[src/rtl/counter_sequencer.sv]
// Command-driven sequencer for an external loadable up-counter: loads a start value,
// runs a fixed number of increments (one-shot or auto-reload) and checks the final value.
module counter_sequencer #(
    parameter int WIDTH = 8
) (
    input  logic             clk,
    input  logic             rst,
    input  logic             cmd_valid,
    output logic             cmd_ready,
    input  logic [WIDTH-1:0] cmd_start,
    input  logic [WIDTH-1:0] cmd_count,
    input  logic             cmd_reload,
    input  logic             pause,
    input  logic             abort,
    output logic             ctr_load,
    output logic             ctr_enable,
    output logic [WIDTH-1:0] ctr_load_val,
    input  logic [WIDTH-1:0] ctr_q,
    output logic             busy,
    output logic             done,
    output logic             reload_pulse,
    output logic             aborted,
    output logic [WIDTH-1:0] result,
    output logic             err
);

    typedef enum logic [1:0] {
        IDLE,
        LOAD,
        RUN,
        DONE
    } state_t;

    state_t           state;
    state_t           state_next;
    logic [WIDTH-1:0] remaining;
    logic [WIDTH-1:0] remaining_next;
    logic [WIDTH-1:0] cnt_cfg;
    logic [WIDTH-1:0] exp_val;
    logic             mode;
    logic             reload_next;
    logic             aborted_next;
    logic             accept;

    assign cmd_ready  = (state == IDLE);
    assign ctr_load   = (state == LOAD);
    assign ctr_enable = (state == RUN) && !pause && !abort;
    assign busy       = (state != IDLE);
    assign accept     = cmd_valid && cmd_ready;

    always_comb begin
        state_next     = state;
        remaining_next = remaining;
        reload_next    = 1'b0;
        aborted_next   = 1'b0;
        case (state)
            IDLE: begin
                if (accept) begin
                    state_next     = LOAD;
                    remaining_next = cmd_count;
                end
            end
            LOAD: begin
                if (abort) begin
                    state_next   = IDLE;
                    aborted_next = 1'b1;
                end else if (remaining == '0) begin
                    // zero-length auto-reload keeps reloading without ever running
                    if (mode) reload_next = 1'b1;
                    else      state_next  = DONE;
                end else begin
                    state_next = RUN;
                end
            end
            RUN: begin
                if (abort) begin
                    state_next   = IDLE;
                    aborted_next = 1'b1;
                end else if (ctr_enable) begin
                    remaining_next = remaining - WIDTH'(1);
                    if (remaining == WIDTH'(1)) begin
                        if (mode) begin
                            state_next     = LOAD;
                            remaining_next = cnt_cfg;
                            reload_next    = 1'b1;
                        end else begin
                            state_next = DONE;
                        end
                    end
                end
            end
            DONE: state_next = IDLE;
            default: state_next = IDLE;
        endcase
    end

    always_ff @(posedge clk) begin
        if (rst) begin
            state <= IDLE;
        end else begin
            state <= state_next;
        end
    end

    always_ff @(posedge clk) begin
        if (rst) begin
            remaining    <= '0;
            cnt_cfg      <= '0;
            exp_val      <= '0;
            mode         <= 1'b0;
            ctr_load_val <= '0;
            result       <= '0;
            err          <= 1'b0;
            done         <= 1'b0;
            reload_pulse <= 1'b0;
            aborted      <= 1'b0;
        end else begin
            remaining    <= remaining_next;
            reload_pulse <= reload_next;
            aborted      <= aborted_next;
            done         <= (state == DONE);
            if (accept) begin
                ctr_load_val <= cmd_start;
                cnt_cfg      <= cmd_count;
                mode         <= cmd_reload;
                exp_val      <= cmd_start + cmd_count;
                err          <= 1'b0;
            end
            if (state == DONE) begin
                result <= ctr_q;
                err    <= (ctr_q != exp_val);
            end
        end
    end

endmodule

[config.mk]
export PLATFORM = sky130hd
export DESIGN_NAME = counter_sequencer
export DESIGN_NICKNAME = d
export VERILOG_FILES = /design/src/rtl/counter_sequencer.sv
export SDC_FILE = /design/constraint.sdc
export NUM_CORES = 1
export LEC_CHECK = 0
export CAP_MARGIN = 25
export CORE_ASPECT_RATIO = 1.2
export CORE_MARGIN = 5
export CORE_UTILIZATION = 35
export CTS_BUF_LIST = sky130_fd_sc_hd__clkbuf_2
export CTS_CLUSTER_SIZE = 30
export DETAILED_ROUTE_END_ITERATION = 6
export GPL_TIMING_DRIVEN = 0
export PLACE_DENSITY = 0.64
export SETUP_SLACK_MARGIN = 0.4
export SLEW_MARGIN = 20
export SYNTH_ARGS = -nofsm -noshare
export SYNTH_HDL_FRONTEND = slang
export SYNTH_SLANG_ARGS = --single-unit
[constraint.sdc]
create_clock -name clk -period 4.3 [get_ports clk]
set_input_delay 1.29 -clock clk [delete_from_list [all_inputs] [get_ports clk]]
set_output_delay 1.29 -clock clk [all_outputs]
set_load 0.05 [all_outputs]
==> results.json, run 1 <==
{
  "status": "completed",
  "die_w_um": 87.86,
  "end_kind": "output port",
  "syn_inst": 310,
  "power.share.clock": 0.227,
  "post-route-period-util": 0.8837,
  "internal_power_w": 0.0006958,
  "p_switching_w": 0.0003633,
  "synth_area_um2": 2546,
  "cp_slowest_stage_delay_ns": 0.49,
  "track_usage": 0.1566,
  "n_fill_cell": 729,
  "cts_sinks": 47,
  "grt_pass1_vias": 2364,
  "switching_share": 0.3430,
  "power.density_nw_per_um2": 325.0,
  "cp_max_fo": 5,
  "relSlewSlack": 0.4904,
  "drt_iter0_markers": 91,
  "final_util": 0.4534,
  "drc": 0,
  "ff2ff_path_depth": 8,
  "synth_flop_cell": "dfxtp_1",
  "vias_per_cell": 5.180,
  "antenna_found_initial": 0,
  "ctsHtreeMaxLevel": 2,
  "cts_setup_buffers": 0,
  "design_area_um2": 3259,
  "peakVddDrop_v": 0.0001931,
  "grt_pass1_wl_um": 11230,
  "cp-start-kind": "input port",
  "placed_area_um2": 3189,
  "gp_congestion": 0.8870,
  "hold_path.class": "register to register",
  "initial_core_util": 0.3542,
  "antenna_left": 0,
  "setup_viol": 0,
  "crit_chain": "clkdlybuf4s50_1 > nor3b_2 > clkdlybuf4s15_2",
  "final_hold_viol_count": 0,
  "fmax_ghz": 0.2632,
  "detailed_place_hpwl_um": 5247,
  "cp.arrival_ns": 2.51,
  "die_y_um": 103.4,
  "cts_tree": "built",
  "timing.rr.start": "state[0]",
  "clockBufferDepth": 2,
  "via_count": 2388,
  "synth.yosys.warnings": 0,
  "n_antenna_cell": 0,
  "p_seq_frac": 0.473,
  "combPwrFrac": 0.300,
  "worstSetupStartpoint": "abort",
  "clk_root_buffer_cell": "clkbuf_2",
  "crit_required_ns": 3.01,
  "grt-ovfl-total": 0,
  "routed_wl_um": 6738,
  "hold_buffers": 0,
  "clkTransAtPathRegs_ns": 0.22,
  "stdcell_count": 461,
  "path_class": "input port to output port",
  "fp.coreArea_um2": 7189,
  "final_cell_mix": "clkdlybuf4s50_1 (52), dfxtp_1 (47), nand2_1 (43)",
  "cts_made_buffers": 5,
  "finalCriticalPeriod_ns": 3.800,
  "syn_nets": 355,
  "ys_ff_latch": 47,
  "ctsResizeCount": 5,
  "seq_area_frac_synth": 0.3695,
  "maxCapViolations": 0,
  "async_flop_share": 0,
  "first_pass_iters": 6,
  "clk_latency_ns": 0.42,
  "rows": 34,
  "dieArea_um2": 9088,
  "worstMarginPinSlew_ns": 0.7582,
  "io_buffers": 53,
  "critPathCapture": "ctr_enable",
  "regToRegSetupSlack_ns": 2.17,
  "avgSynthCellArea_um2": 8.214,
  "layout_commonest_cell": "clkdlybuf4s50_1",
  "grt_max_degree": 15,
  "slew_viol_final": 0,
  "leakage_nw": 1.184,
  "dp_cells": 453,
  "cp_slowest_cell": "clkdlybuf4s50_1",
  "clock_skew_ns": 0.01217,
  "whs_ns": 0.4720,
  "synth_cell_type_count": 52,
  "io_pins": 54,
  "synth_edf_count": 0,
  "nets": 415,
  "synthToLayoutAreaGrowth_pct": 28.01,
  "drive_gt1_frac": 0.04582,
  "rr_endpoint": "remaining[0]",
  "routedWlPerCell_um": 14.62,
  "rsz0062_at_grt": "false"
}
flip-flops by register name, summed over array words and instances, names as in the netlist:
register      count
mode              1
ctr_load_val      8
done              1
exp_val           8
result            8
reload_pulse      1
aborted           1
state             2
err               1
cnt_cfg           8
remaining         8
how the worst min path moves through the flow:
stage / startpoint / to / slack, ns / cells past startpoint
after CTS: ctr_load_val[0] / ctr_load_val[0] / 0.47 / 2
after global placement: cnt_cfg[6] / cnt_cfg[6] / 0.45 / 2
final: ctr_load_val[0] / ctr_load_val[0] / 0.47 / 2
after floorplan: cnt_cfg[4] / cnt_cfg[4] / 0.43 / 2
after global routing: cnt_cfg[5] / cnt_cfg[5] / 0.50 / 2
after detailed placement: cnt_cfg[0] / cnt_cfg[0] / 0.45 / 2
cell families after synthesis:
group	count (synthesis)	synth area share
fa+ha+maj	15	0.07666
buf+inv	32	0.04816
xor+xnor	11	0.03784
simple gates	115	0.2261
flops	47	0.3695
mux	9	0.03587
compound gates	81	0.2059
layout make-up:
class	count	area, um2	area share
Buffer	19	73.82	0.02265
Clock buffer	5	25.02	0.007678
Clock inverter	3	38.79	0.01190
Inverter	13	48.80	0.01497
Multi-Input combinational cell	231	1488	0.4564
Sequential cell	47	940.9	0.2887
Tap cell	90	112.6	0.03455
Timing Repair Buffer	53	531.8	0.1631
synthesized netlist by cell type (all sizes together) (2+ instances only):
master,n,area [um2]
and2,2,12.51
buf,3,13.76
or4,5,37.54
nor3b,2,15.01
a31oi,7,43.79
o21a,4,30.03
or3,2,17.52
nor2b,6,37.54
a211oi,3,22.52
xor2,2,17.52
nand3,8,40.04
xnor2,9,78.83
o21ai,12,60.06
or2,2,12.51
o31ai,5,37.54
nor2,17,63.81
nand2b,6,37.54
mux2i,8,80.08
o41ai,3,26.28
inv,13,48.80
clkbuf,16,60.06
ha,14,175.2
nand2,43,161.4
o211ai,6,45.04
nor4,2,18.77
dfxtp,47,940.9
nand4,2,12.51
a21oi,28,140.1
nor3,12,60.06
o211a,2,20.02
per-stage QoR:
step	worst slack, ns	TNS, ns	total power [W]
2_1_floorplan	0.4089	0	0.0007160
3_3_place_gp	-0.07915	-0.07915	0.0008227
3_5_place_dp	-0.07808	-0.07808	0.0008262
4_1_cts	0.5030	0	0.001068
5_1_grt	0.4297	0	0.001130
6_report	0.5000	0	0.001059
critical path: cells and delay by family:
kind	cells	cell delay (ns)
buffers and inverters	2	0.91
and+or+nand+nor	1	0.31
power by group through the flow:
stage | sequential [W] | combinational (W) | clock, W
6_report | 0.000501 | 0.000318 | 0.000240
5_1_grt | 0.000507 | 0.000353 | 0.000270
4_1_cts | 0.000501 | 0.000318 | 0.000248
3_5_place_dp | 0.000510 | 0.000316 | 0
3_3_place_gp | 0.000509 | 0.000314 | 0
2_1_floorplan | 0.000524 | 0.000192 | 0
metal layers:
metal	up-vias	wire [um]	track usage
met5	-	0	0
li1	1233	-	-
met1	1087	2976	0.1943
met2	60	3320	0.2732
met4	0	100	0.04723
met3	8	340	0.03090
No activity file was read; power rests on OpenSTA's default activity.
==> run 2: changes to the inputs <==
--- a/config.mk
+++ b/config.mk
@@ -9,7 +9,7 @@
 export CORE_ASPECT_RATIO = 1.2
 export CORE_MARGIN = 5
 export CORE_UTILIZATION = 35
-export CTS_BUF_LIST = sky130_fd_sc_hd__clkbuf_2
+export CTS_BUF_LIST = sky130_fd_sc_hd__clkbuf_4 sky130_fd_sc_hd__clkbuf_8
 export CTS_CLUSTER_SIZE = 30
 export DETAILED_ROUTE_END_ITERATION = 6
 export GPL_TIMING_DRIVEN = 0
==> constraint.sdc (replaced) <==
create_clock -name clk -period 3.6 [get_ports clk]
set_input_delay 1.08 -clock clk [delete_from_list [all_inputs] [get_ports clk]]
set_output_delay 1.08 -clock clk [all_outputs]
set_load 0.05 [all_outputs]
==> results.json, run 2 (synthesized netlist as in run 1, its figures left out) <==
{
  "clk_root_buffer_cell": "clkbuf_8",
  "nets": 416,
  "grt-ovfl-total": 0,
  "cp_max_fo": 5,
  "worstSetupStartpoint": "abort",
  "io_pins": 54,
  "maxCapViolations": 0,
  "finalCriticalPeriod_ns": 3.102,
  "grt_pass1_wl_um": 11290,
  "p_switching_w": 0.0004449,
  "rows": 34,
  "switching_share": 0.3253,
  "ctsHtreeMaxLevel": 2,
  "slew_viol_final": 0,
  "holdCritStartpoint": "cnt_cfg[0]",
  "cts_tree": "built",
  "dieArea_um2": 9088,
  "via_count": 2416,
  "layout_commonest_cell": "clkdlybuf4s50_1",
  "power.density_nw_per_um2": 412.9,
  "path_class": "input port to output port",
  "die_w_um": 87.86,
  "track_usage": 0.1569,
  "synthToLayoutAreaGrowth_pct": 30.07,
  "clockBufferDepth": 2,
  "stdcell_count": 462,
  "dp_slack_ns": -0.2228,
  "peakVddDrop_v": 0.0002234,
  "fp.coreArea_um2": 7189,
  "n_antenna_cell": 0,
  "final_cell_mix": "clkdlybuf4s50_1 (52), dfxtp_1 (47), nand2_1 (43)",
  "status": "completed",
  "relSlewSlack": 0.5382,
  "first_pass_iters": 5,
  "routedWlPerCell_um": 14.90,
  "grt_max_degree": 16,
  "antenna_left": 0,
  "post-route-period-util": 0.8618,
  "gp_congestion": 0.8812,
  "drt_iter0_markers": 74,
  "worstMarginPinSlew_ns": 0.6870,
  "whs_ns": 0.4599,
  "finalSetupTns_ns": 0,
  "setup_viol": 0,
  "grt_pass1_vias": 2355,
  "cp.arrival_ns": 2.02,
  "vias_per_cell": 5.229,
  "routed_wl_um": 6882,
  "hold_path.class": "register to register",
  "leakage_nw": 1.209,
  "clk_latency_ns": 0.29,
  "fmax_ghz": 0.3223,
  "crit_required_ns": 2.52,
  "cts_made_buffers": 5,
  "clock_skew_ns": 0.003416,
  "initial_core_util": 0.3542,
  "power.share.clock": 0.285,
  "worst_slack_ns": 0.4976,
  "cts_sinks": 47,
  "rsz0062_at_grt": "false",
  "drc": 0,
  "end_kind": "output port",
  "drive_gt1_frac": 0.05108,
  "final_hold_viol_count": 0,
  "antenna_found_initial": 0,
  "cp-start-kind": "input port",
  "die_y_um": 103.4,
  "combPwrFrac": 0.279,
  "io_buffers": 53,
  "internal_power_w": 0.0009225,
  "clkTransAtPathRegs_ns": 0.09,
  "total_power_w": 0.001367,
  "p_seq_frac": 0.436,
  "dp_cells": 453,
  "timing.rr.start": "state[0]",
  "hold_buffers": 0,
  "detailed_place_hpwl_um": 5235
}
## run 2: path summary, 6_finish.rpt
| kind | end | slack, ns | cells past startpoint |
|---|---|---|---|
| setup / recovery | ctr_enable | 0.50 | 3 |
| hold reg to reg | cnt_cfg[0] | 0.46 | 2 |
| setup reg to reg | remaining[3] | 1.48 | 9 |
| hold / removal | cnt_cfg[0] | 0.46 | 2 |
## run 2: area by class of cell
| type | count | area (um2) |
|---|---|---|
| sequential | 47 | 940.9 |
| multi-input combinational | 231 | 1488 |
| tap | 90 | 112.6 |
| fill | 726 | 3877 |
| clock inverter | 3 | 43.79 |
| clock buffer | 5 | 68.82 |
| buffer | 19 | 73.82 |
| inverter | 13 | 48.80 |
| timing repair buffer | 54 | 535.5 |
## run 2: worst max-delay path: stages
cell and delay (ns):
clkdlybuf4s50_1 0.49, nor3b_2 0.22, buf_4 0.23
## run 2: stage by stage
stage | util | area (um2)
global route | 0.4607 | 3312
detailed placement | 0.4443 | 3194
global placement | 0.4443 | 3194
finish | 0.4607 | 3312
floorplan | - | 2551
CTS | 0.4607 | 3312
## run 2: power by group through the flow
| stage | sequential, W | combinational, W | clock [W] |
|---|---|---|---|
| finish | 0.000596 | 0.000381 | 0.000390 |
| global route | 0.000604 | 0.000423 | 0.000429 |
| CTS | 0.000597 | 0.000381 | 0.000408 |
| detailed placement | 0.000609 | 0.000378 | 0 |
| global placement | 0.000608 | 0.000375 | 0 |
| floorplan | 0.000626 | 0.000229 | 0 |
## run 2: metal layers
layer,vias up,share of wire,global-route usage
li1,1231,-,-
met1,1101,0.43,0.1905
met2,73,0.49,0.2790
met3,11,0.063,0.03170
met4,0,0.017,0.04604
met5,-,0,0
## run 2: repair_timing
action | in CTS | in global routing
resized for setup | 6 | 0
setup endpoints to repair | 1 | 0
buffers inserted | 1 | 0
